`config.mk`:
```
export PLATFORM = sky130hd
export DESIGN_NAME = csa_mult_pipe
export DESIGN_NICKNAME = d
export VERILOG_FILES = /design/src/rtl/csa_mult_pkg.sv /design/src/rtl/csa_row.sv /design/src/rtl/csa_mult_pipe.sv
export SDC_FILE = /design/constraint.sdc
export NUM_CORES = 1
export LEC_CHECK = 0
export ABC_AREA = 1
export BUFFER_PORTS_ARGS = -buffer_cell sky130_fd_sc_hd__clkbuf_2
export CORE_UTILIZATION = 65
export CTS_CLUSTER_SIZE = 25
export DETAILED_ROUTE_END_ITERATION = 7
export PLACE_DENSITY = 0.84
export SLEW_MARGIN = 20
export SYNTH_ARGS = -nofsm -noshare
export SYNTH_HDL_FRONTEND = slang
export SYNTH_SLANG_ARGS = --single-unit
export TNS_END_PERCENT = 1
```
`constraint.sdc`:
```
create_clock -name clk -period 5.6 [get_ports clk]
set_clock_uncertainty 0.15 [all_clocks]
set_input_delay 0 -clock clk [delete_from_list [all_inputs] [get_ports clk]]
set_output_delay 0 -clock clk [all_outputs]
set_load 0.05 [all_outputs]
```
`src/rtl/csa_mult_pkg.sv`:
```
`default_nettype none
// ============================================================================
// Module   : csa_mult_pkg
// Purpose  : Shared defaults and helper functions for the pipelined
//            carry-save multiplier (csa_mult_pipe / csa_row).
// Contents : DEFAULT_WIDTH, DEFAULT_ROWS   - parameter defaults
//            mult_latency(width, rows)     - input-to-output latency in cycles
//            bw_corr(width, row)           - Baugh-Wooley correction bit that
//                                            a given row injects
// Revision : 1.0 - initial release
// ============================================================================
package csa_mult_pkg;

  localparam int DEFAULT_WIDTH = 8;
  localparam int DEFAULT_ROWS  = 2;

  // Operand register + one register per ROWS group + carry-propagate register.
  function automatic int mult_latency(input int width, input int rows);
    return (width / rows) + 2;
  endfunction

  // Signed products need +2^W and +2^(2W-1). Row j's freed top sum bit has
  // weight W+j, so row 0 supplies 2^W and row W-1 supplies 2^(2W-1).
  function automatic logic bw_corr(input int width, input int row);
    return (row == 0) || (row == width - 1);
  endfunction

endpackage
`default_nettype wire

```
`src/rtl/csa_row.sv`:
```
`default_nettype none
// ============================================================================
// Module   : csa_row
// Purpose  : One WIDTH-bit row of full adders of a carry-save array
//            multiplier. Adds one partial-product row into the running
//            sum/carry vectors and retires the lowest sum bit.
// Ports    : sum_prev   [WIDTH] - running sum, bit i has weight i+j
//            carry_prev [WIDTH] - running carry, bit i has weight i+j
//            pp         [WIDTH] - partial-product row j, bit i weight i+j
//            fill       [1]     - value for the vacated top sum bit
//            sum_next   [WIDTH] - sum realigned to row j+1
//            carry_next [WIDTH] - carries, already aligned to row j+1
//            lsb        [1]     - finished product bit j
// Revision : 1.0 - initial release
// ============================================================================
module csa_row
  import csa_mult_pkg::*;
#(
  parameter int WIDTH = DEFAULT_WIDTH
) (
  input  logic [WIDTH-1:0] sum_prev,
  input  logic [WIDTH-1:0] carry_prev,
  input  logic [WIDTH-1:0] pp,
  input  logic             fill,
  output logic [WIDTH-1:0] sum_next,
  output logic [WIDTH-1:0] carry_next,
  output logic             lsb
);

  logic [WIDTH-1:0] fa_sum;

  assign fa_sum     = sum_prev ^ carry_prev ^ pp;
  assign carry_next = (sum_prev & carry_prev) | (sum_prev & pp) | (carry_prev & pp);

  // Sum bits shift down one place to match the next row's weight; the top
  // position is empty unless a correction constant is injected there.
  assign sum_next = {fill, fa_sum[WIDTH-1:1]};
  assign lsb      = fa_sum[0];

endmodule
`default_nettype wire

```
`src/rtl/csa_mult_pipe.sv`:
```
`default_nettype none
// ============================================================================
// Module   : csa_mult_pipe
// Purpose  : Pipelined carry-save array multiplier with valid/ready handshake.
//            Operand register -> WIDTH/ROWS carry-save stages (ROWS rows each)
//            -> ripple carry-propagate stage registered into y.
//            A single enable stalls the whole pipe when y is not consumed.
// Ports    : clk, rst_n (async, active low)
//            in_valid / in_ready, a, b [WIDTH], sgn  - operand side
//            out_valid / out_ready, y [2*WIDTH]      - result side
// Config   : CSA_MULT_SIGNED_EN - when defined, sgn=1 selects a two's
//            complement (Baugh-Wooley) product; otherwise sgn is ignored.
// Revision : 1.0 - initial release
// ============================================================================
module csa_mult_pipe
  import csa_mult_pkg::*;
#(
  parameter int WIDTH = DEFAULT_WIDTH,
  parameter int ROWS  = DEFAULT_ROWS
) (
  input  logic               clk,
  input  logic               rst_n,
  input  logic               in_valid,
  output logic               in_ready,
  input  logic [WIDTH-1:0]   a,
  input  logic [WIDTH-1:0]   b,
  input  logic               sgn,
  output logic               out_valid,
  input  logic               out_ready,
  output logic [2*WIDTH-1:0] y
);

  localparam int STAGES = WIDTH / ROWS;

  logic en;
  logic sgn_in;
  logic unused_bits;

  // Boundary signals between stages: index k feeds carry-save stage k.
  logic [WIDTH-1:0] pipe_s   [0:STAGES];
  logic [WIDTH-1:0] pipe_c   [0:STAGES];
  logic [WIDTH-1:0] pipe_lo  [0:STAGES];
  logic             pipe_vld [0:STAGES];
  logic [WIDTH-1:0] pipe_a   [0:STAGES-1];
  logic [WIDTH-1:0] pipe_b   [0:STAGES-1];
  logic             pipe_sgn [0:STAGES-1];

  // Only an unconsumed result blocks progress; bubbles travel like data.
  assign en       = !(out_valid && !out_ready);
  assign in_ready = en;

`ifdef CSA_MULT_SIGNED_EN
  assign sgn_in = sgn;
`else
  assign sgn_in = 1'b0;
`endif

  // Last stage only needs the top multiplier bits; sgn is unread when the
  // signed option is compiled out.
  assign unused_bits = ^{sgn, pipe_b[STAGES-1]};

  // --------------------------------------------------------------------------
  // Operand register stage
  // --------------------------------------------------------------------------
  logic             op_vld;
  logic [WIDTH-1:0] op_a;
  logic [WIDTH-1:0] op_b;
  logic             op_sgn;

  always_ff @(posedge clk or negedge rst_n) begin
    if (!rst_n) begin
      op_vld <= 1'b0;
    end else if (en) begin
      op_vld <= in_valid;
    end
  end

  always_ff @(posedge clk) begin
    if (en) begin
      op_a   <= a;
      op_b   <= b;
      op_sgn <= sgn_in;
    end
  end

  assign pipe_vld[0] = op_vld;
  assign pipe_a[0]   = op_a;
  assign pipe_b[0]   = op_b;
  assign pipe_sgn[0] = op_sgn;
  assign pipe_s[0]   = '0;
  assign pipe_c[0]   = '0;
  assign pipe_lo[0]  = '0;

  // --------------------------------------------------------------------------
  // Carry-save stages, ROWS full-adder rows each
  // --------------------------------------------------------------------------
  for (genvar k = 0; k < STAGES; k++) begin : g_stage
    logic [WIDTH-1:0] row_s [0:ROWS];
    logic [WIDTH-1:0] row_c [0:ROWS];
    logic [ROWS-1:0]  row_lsb;
    logic [WIDTH-1:0] lo_next;
    logic             vld_q;
    logic [WIDTH-1:0] s_q;
    logic [WIDTH-1:0] c_q;
    logic [WIDTH-1:0] lo_q;

    assign row_s[0] = pipe_s[k];
    assign row_c[0] = pipe_c[k];

    for (genvar r = 0; r < ROWS; r++) begin : g_row
      localparam int J = k * ROWS + r;
      // Baugh-Wooley: invert terms pairing exactly one sign bit. Row W-1
      // inverts all but a[W-1]*b[W-1]; other rows invert only a[W-1]*b[j].
      localparam logic [WIDTH-1:0] INV_MASK = (J == WIDTH - 1) ?
                                              {1'b0, {(WIDTH-1){1'b1}}} :
                                              {1'b1, {(WIDTH-1){1'b0}}};
      localparam logic CORR = bw_corr(WIDTH, J);

      logic [WIDTH-1:0] pp;

      assign pp = (pipe_a[k] & {WIDTH{pipe_b[k][J]}}) ^
                  (INV_MASK & {WIDTH{pipe_sgn[k]}});

      csa_row #(
        .WIDTH (WIDTH)
      ) u_row (
        .sum_prev   (row_s[r]),
        .carry_prev (row_c[r]),
        .pp         (pp),
        .fill       (pipe_sgn[k] & CORR),
        .sum_next   (row_s[r+1]),
        .carry_next (row_c[r+1]),
        .lsb        (row_lsb[r])
      );
    end

    // Retired bits drop into their final slot of the low product half.
    always_comb begin
      lo_next                 = pipe_lo[k];
      lo_next[k*ROWS +: ROWS] = row_lsb;
    end

    always_ff @(posedge clk or negedge rst_n) begin
      if (!rst_n) begin
        vld_q <= 1'b0;
      end else if (en) begin
        vld_q <= pipe_vld[k];
      end
    end

    always_ff @(posedge clk) begin
      if (en) begin
        s_q  <= row_s[ROWS];
        c_q  <= row_c[ROWS];
        lo_q <= lo_next;
      end
    end

    assign pipe_vld[k+1] = vld_q;
    assign pipe_s[k+1]   = s_q;
    assign pipe_c[k+1]   = c_q;
    assign pipe_lo[k+1]  = lo_q;

    // Operands and mode only travel as far as a later stage still needs them.
    if (k < STAGES - 1) begin : g_fwd
      logic [WIDTH-1:0] a_q;
      logic [WIDTH-1:0] b_q;
      logic             sgn_q;

      always_ff @(posedge clk) begin
        if (en) begin
          a_q   <= pipe_a[k];
          b_q   <= pipe_b[k];
          sgn_q <= pipe_sgn[k];
        end
      end

      assign pipe_a[k+1]   = a_q;
      assign pipe_b[k+1]   = b_q;
      assign pipe_sgn[k+1] = sgn_q;
    end
  end

  // --------------------------------------------------------------------------
  // Carry-propagate stage: ripple add of the final sum/carry gives the upper
  // half; its carry-out is beyond 2*WIDTH and is dropped.
  // --------------------------------------------------------------------------
  logic [WIDTH-1:0] hi;

  always_comb begin : ripple
    logic rc;
    hi = '0;
    rc = 1'b0;
    for (int i = 0; i < WIDTH; i++) begin
      hi[i] = pipe_s[STAGES][i] ^ pipe_c[STAGES][i] ^ rc;
      rc    = (pipe_s[STAGES][i] & pipe_c[STAGES][i]) |
              (rc & (pipe_s[STAGES][i] ^ pipe_c[STAGES][i]));
    end
  end

  // y only loads real results, so unreset datapath contents never reach it.
  always_ff @(posedge clk or negedge rst_n) begin
    if (!rst_n) begin
      out_valid <= 1'b0;
      y         <= '0;
    end else if (en) begin
      out_valid <= pipe_vld[STAGES];
      if (pipe_vld[STAGES]) begin
        y <= {hi, pipe_lo[STAGES]};
      end
    end
  end

endmodule
`default_nettype wire

```
==> parameters.txt <==
Parameter                              Value

Run status
  Status    finished clean

Finish
  Most common library cell in the layout ignoring fill and taps    sky130_fd_sc_hd__edfxtp_1
  Net count of the finished layout    around 570
  Share of cells above drive strength 1    0.1434
  Multi-input logic area    0.001595 mm²
  Layout Utilization    0.7984
  Layout overhead on the synthesized area    17.63%
  Antenna diode instance count    0
  Most frequent cells in the layout    sky130_fd_sc_hd__edfxtp_1 (128), sky130_fd_sc_hd__nand2_1 (106), sky130_fd_sc_hd__inv_1 (76)
  Non-Filler Instances    631
  Fill cells    477
  Register area    0.004394 mm²

Placed design
  Detailed placer's ending HPWL    5.308 mm
  Gp weighted congestion    0.7360
  Count of buffers from port buffering    37
  Number of placed instances with taps included    578

Timing
  Relative slew margins    0.3097
  Setup violators final    0
  Minimum hold slack    between 0.04 and 0.05 ns
  Number of endpoints with negative hold slack in the final report    0
  RSZ-0062 raised after global routing    no
  Part of the cycle the worst path needs    0.6369
  Transition time at the pin with the least slew margin    1.036 ns
  Final-layout setup total negative slack    0 ns
  Post-layout minimum cycle time    between 3 and 4 ns
  Achievable clock frequency    ~280 MHz
  Number of max-slew violations in the final report    0

Logic synthesis
  Mapped Avg Cell Area    about 15 µm²
  Area share of and/or/nand/nor cells after synthesis    0.08142
  Cell type with the largest total area after synthesis    sky130_fd_sc_hd__edfxtp_1
  Synthesized area    ~0.0063 mm²
  Top area cells in the synthesized netlist    sky130_fd_sc_hd__edfxtp_1 (61%), sky130_fd_sc_hd__fa_1 (15%), sky130_fd_sc_hd__dfrtp_1 (8.7%)
  Area share of the leading cell type in the synthesized netlist    0.6071
  Xor/xnor share of the synthesized area    0
  Multiplexer share of the synthesized area    0
  Number of flip-flops and latches in the synthesized netlist    150
  Distinct cell type count of the synthesized netlist    15
  Dominant combinational cell family by area after synthesis    adder cells
  Post-synthesis net count    ~500
  Share of the yosys chip area belonging to registers    0.6941
  YS warnings    0
  Complex-gate fraction of the synthesized area    0.0007905
  Arithmetic-cell share of the synthesized area counting full adders, half adders and majority gates    0.1676
  Gate Count Post-Synth    425

Route
  Drt wl/cell    14.57 µm
  Vias post-DR    roughly 3100
  Number of iterations in the first detailed-routing pass    4
  Routed vias/inst    about 4.9
  Detailed router's first-iteration violation count    around 190
  Routed WL    9.196 mm
  DRC violations left    0
  Post-detailed-route count of antenna-violating nets    0

Run
  Number of maximum-capacitance constraint violations    0

Die
  Width of the chip    100.7 µm
  Starting Density    0.6787
  Die Outline Area    0.01014 mm²
  Floorplan die height    between 100 and 150 µm
  Row count    35
  Core area    0.009328 mm²
  IO Pins    39

Global routing
  Initial antenna violation count    0
  Largest net degree at the start of global routing    154
  Sum of overflow across all layers after global routing    0
  Number of global-route vias before repair    3226
  Wire length of the first global-routing pass    ~15 mm
  Global-route usage over all layers    0.2041

Critical path
  Critical path's top delay family    adder cells
  Critical path start-end classification    reg -> reg
  Number of buffer and inverter stages on the critical path    2
  Worst-case register-to-register setup slack    2.03 ns
  Slowest cell on crit path    sky130_fd_sc_hd__fa_1
  CP Data Arrival Time    a little under 4 ns
  Setup crit end kind    register
  Startpoint kind of the worst setup timing path    register
  Sequence of cells on the critical path    ha_1, fa_1, fa_1, fa_1, fa_1, fa_1, inv_1, fa_1, inv_1, nand3_1, nand2_1
  Cell mode on critical path    sky130_fd_sc_hd__fa_1
  Critical path required time    slightly below 6 ns
  Crit-path max cell delay    between 0.4 and 0.5 ns
  Largest fanout of any net on the critical path    1

Clock network
  Number of clock buffers inserted by TritonCTS    17
  Post-CTS Setup Bufs    0
  Cell at the root of the clock tree    sky130_fd_sc_hd__clkbuf_8
  Number of gates resized after CTS    0
  Clock sinks    150
  Number of levels the H-tree was split into    4
  Clk slew on worst S/H paths    ~0.06 ns
  Clock tree buffer depth    2
  TritonCTS clock tree    built
  Number of hold buffers added after CTS    21
  Skew-Pair Late Insertion Delay    0.52 ns

Pwr
  Maximum VDD drop    ~330 µV
  Cell area power density    roughly 640 mW/mm²
  Leakage power total    3.494 nW

Worst hold path
  Classification of the worst-slack hold path    in -> reg
## layer usage
metal / GRT usage / routed length, µm / vias up
met5: 0 / 0 / -
met4: 0.1171 / 293 / 0
met3: 0.05756 / 400 / 23
met2: 0.3851 / 5160 / 89
met1: 0.1968 / 3341 / 1504
li1: - / - / 1491
## state kept, by name, summed over array words and instances (netlist names)
| signal | count |
|---|---|
| g_stage.c_q | 28 |
| g_stage.g_fwd.a_q | 24 |
| g_stage.g_fwd.b_q | 12 |
| g_stage.lo_q | 20 |
| g_stage.s_q | 28 |
| g_stage.vld_q | 4 |
| op_a | 8 |
| op_b | 8 |
| op_vld | 1 |
| out_valid | 1 |
| y | 16 |
## report_power, final
part | leakage [nW] | internal, mW | switching [mW] | total, mW
Clock | 0.309 | 0.683 | 0.436 | 1.12
Sequential | 1.61 | 1.93 | 0.287 | 2.21
Combinational | 1.58 | 0.515 | 0.906 | 1.42
## kinds of logic (layout without fill, tap and decap cells)
group           count (synthesis)  count (layout)
flops                         150             150
simple gates                  128             128
buf+inv                        90             167
fa+ha+maj                      56              56
compound gates                  1               1
## final timing paths
path,endpoint,from,depth (start not counted)
max,y[14]$_DFFE_PN0P_,g_stage[3].s_q[0]$_DFFE_PN_,11
min,op_b[4]$_DFFE_PN_,b[4],2
max reg2reg,y[14]$_DFFE_PN0P_,g_stage[3].s_q[0]$_DFFE_PN_,11
min reg2reg,g_stage[3].lo_q[4]$_DFFE_PN_,g_stage[2].lo_q[4]$_DFFE_PN_,0
max in group asynchronous,y[7]$_DFFE_PN0P_,rst_n,3
min in group asynchronous,g_stage[0].vld_q$_DFFE_PN0N_,rst_n,3
## cell type report
type / instances / area share
multi-input combinational: 185 / 0.2142
inverter: 77 / 0.03881
timing repair buffer: 58 / 0.05309
tap: 129 / 0.02167
clock inverter: 9 / 0.009409
sequential: 150 / 0.5901
clock buffer: 23 / 0.07275
## metrics by stage
step                instance area (µm²)  worst slack, ns  total power, mW
floorplan                          6331            2.234            3.159
global placement                   6625            2.206            3.411
detailed placement                 6625            2.097            3.585
CTS                                7447            2.028            4.800
global route                       7447            1.906            5.043
finish                             7447            2.034            4.756
## synth_stat cells, drive strengths merged
cell type,instances
edfxtp,128
nand2,108
inv,77
fa,48
dfrtp,22
nand3,20
clkbuf,8
ha,8
buf,5
o21ai,1
## worst reg2reg max path, stage by stage, from the launching register on
cell                       delay, ns
sky130_fd_sc_hd__edfxtp_1       0.38
sky130_fd_sc_hd__ha_1           0.24
sky130_fd_sc_hd__fa_1           0.40
sky130_fd_sc_hd__fa_1           0.41
sky130_fd_sc_hd__fa_1           0.43
sky130_fd_sc_hd__fa_1           0.40
sky130_fd_sc_hd__fa_1           0.37
sky130_fd_sc_hd__inv_1          0.08
sky130_fd_sc_hd__fa_1           0.41
sky130_fd_sc_hd__inv_1          0.06
sky130_fd_sc_hd__nand3_1        0.07
sky130_fd_sc_hd__nand2_1        0.11
No activity file was read; power rests on OpenSTA's default activity.
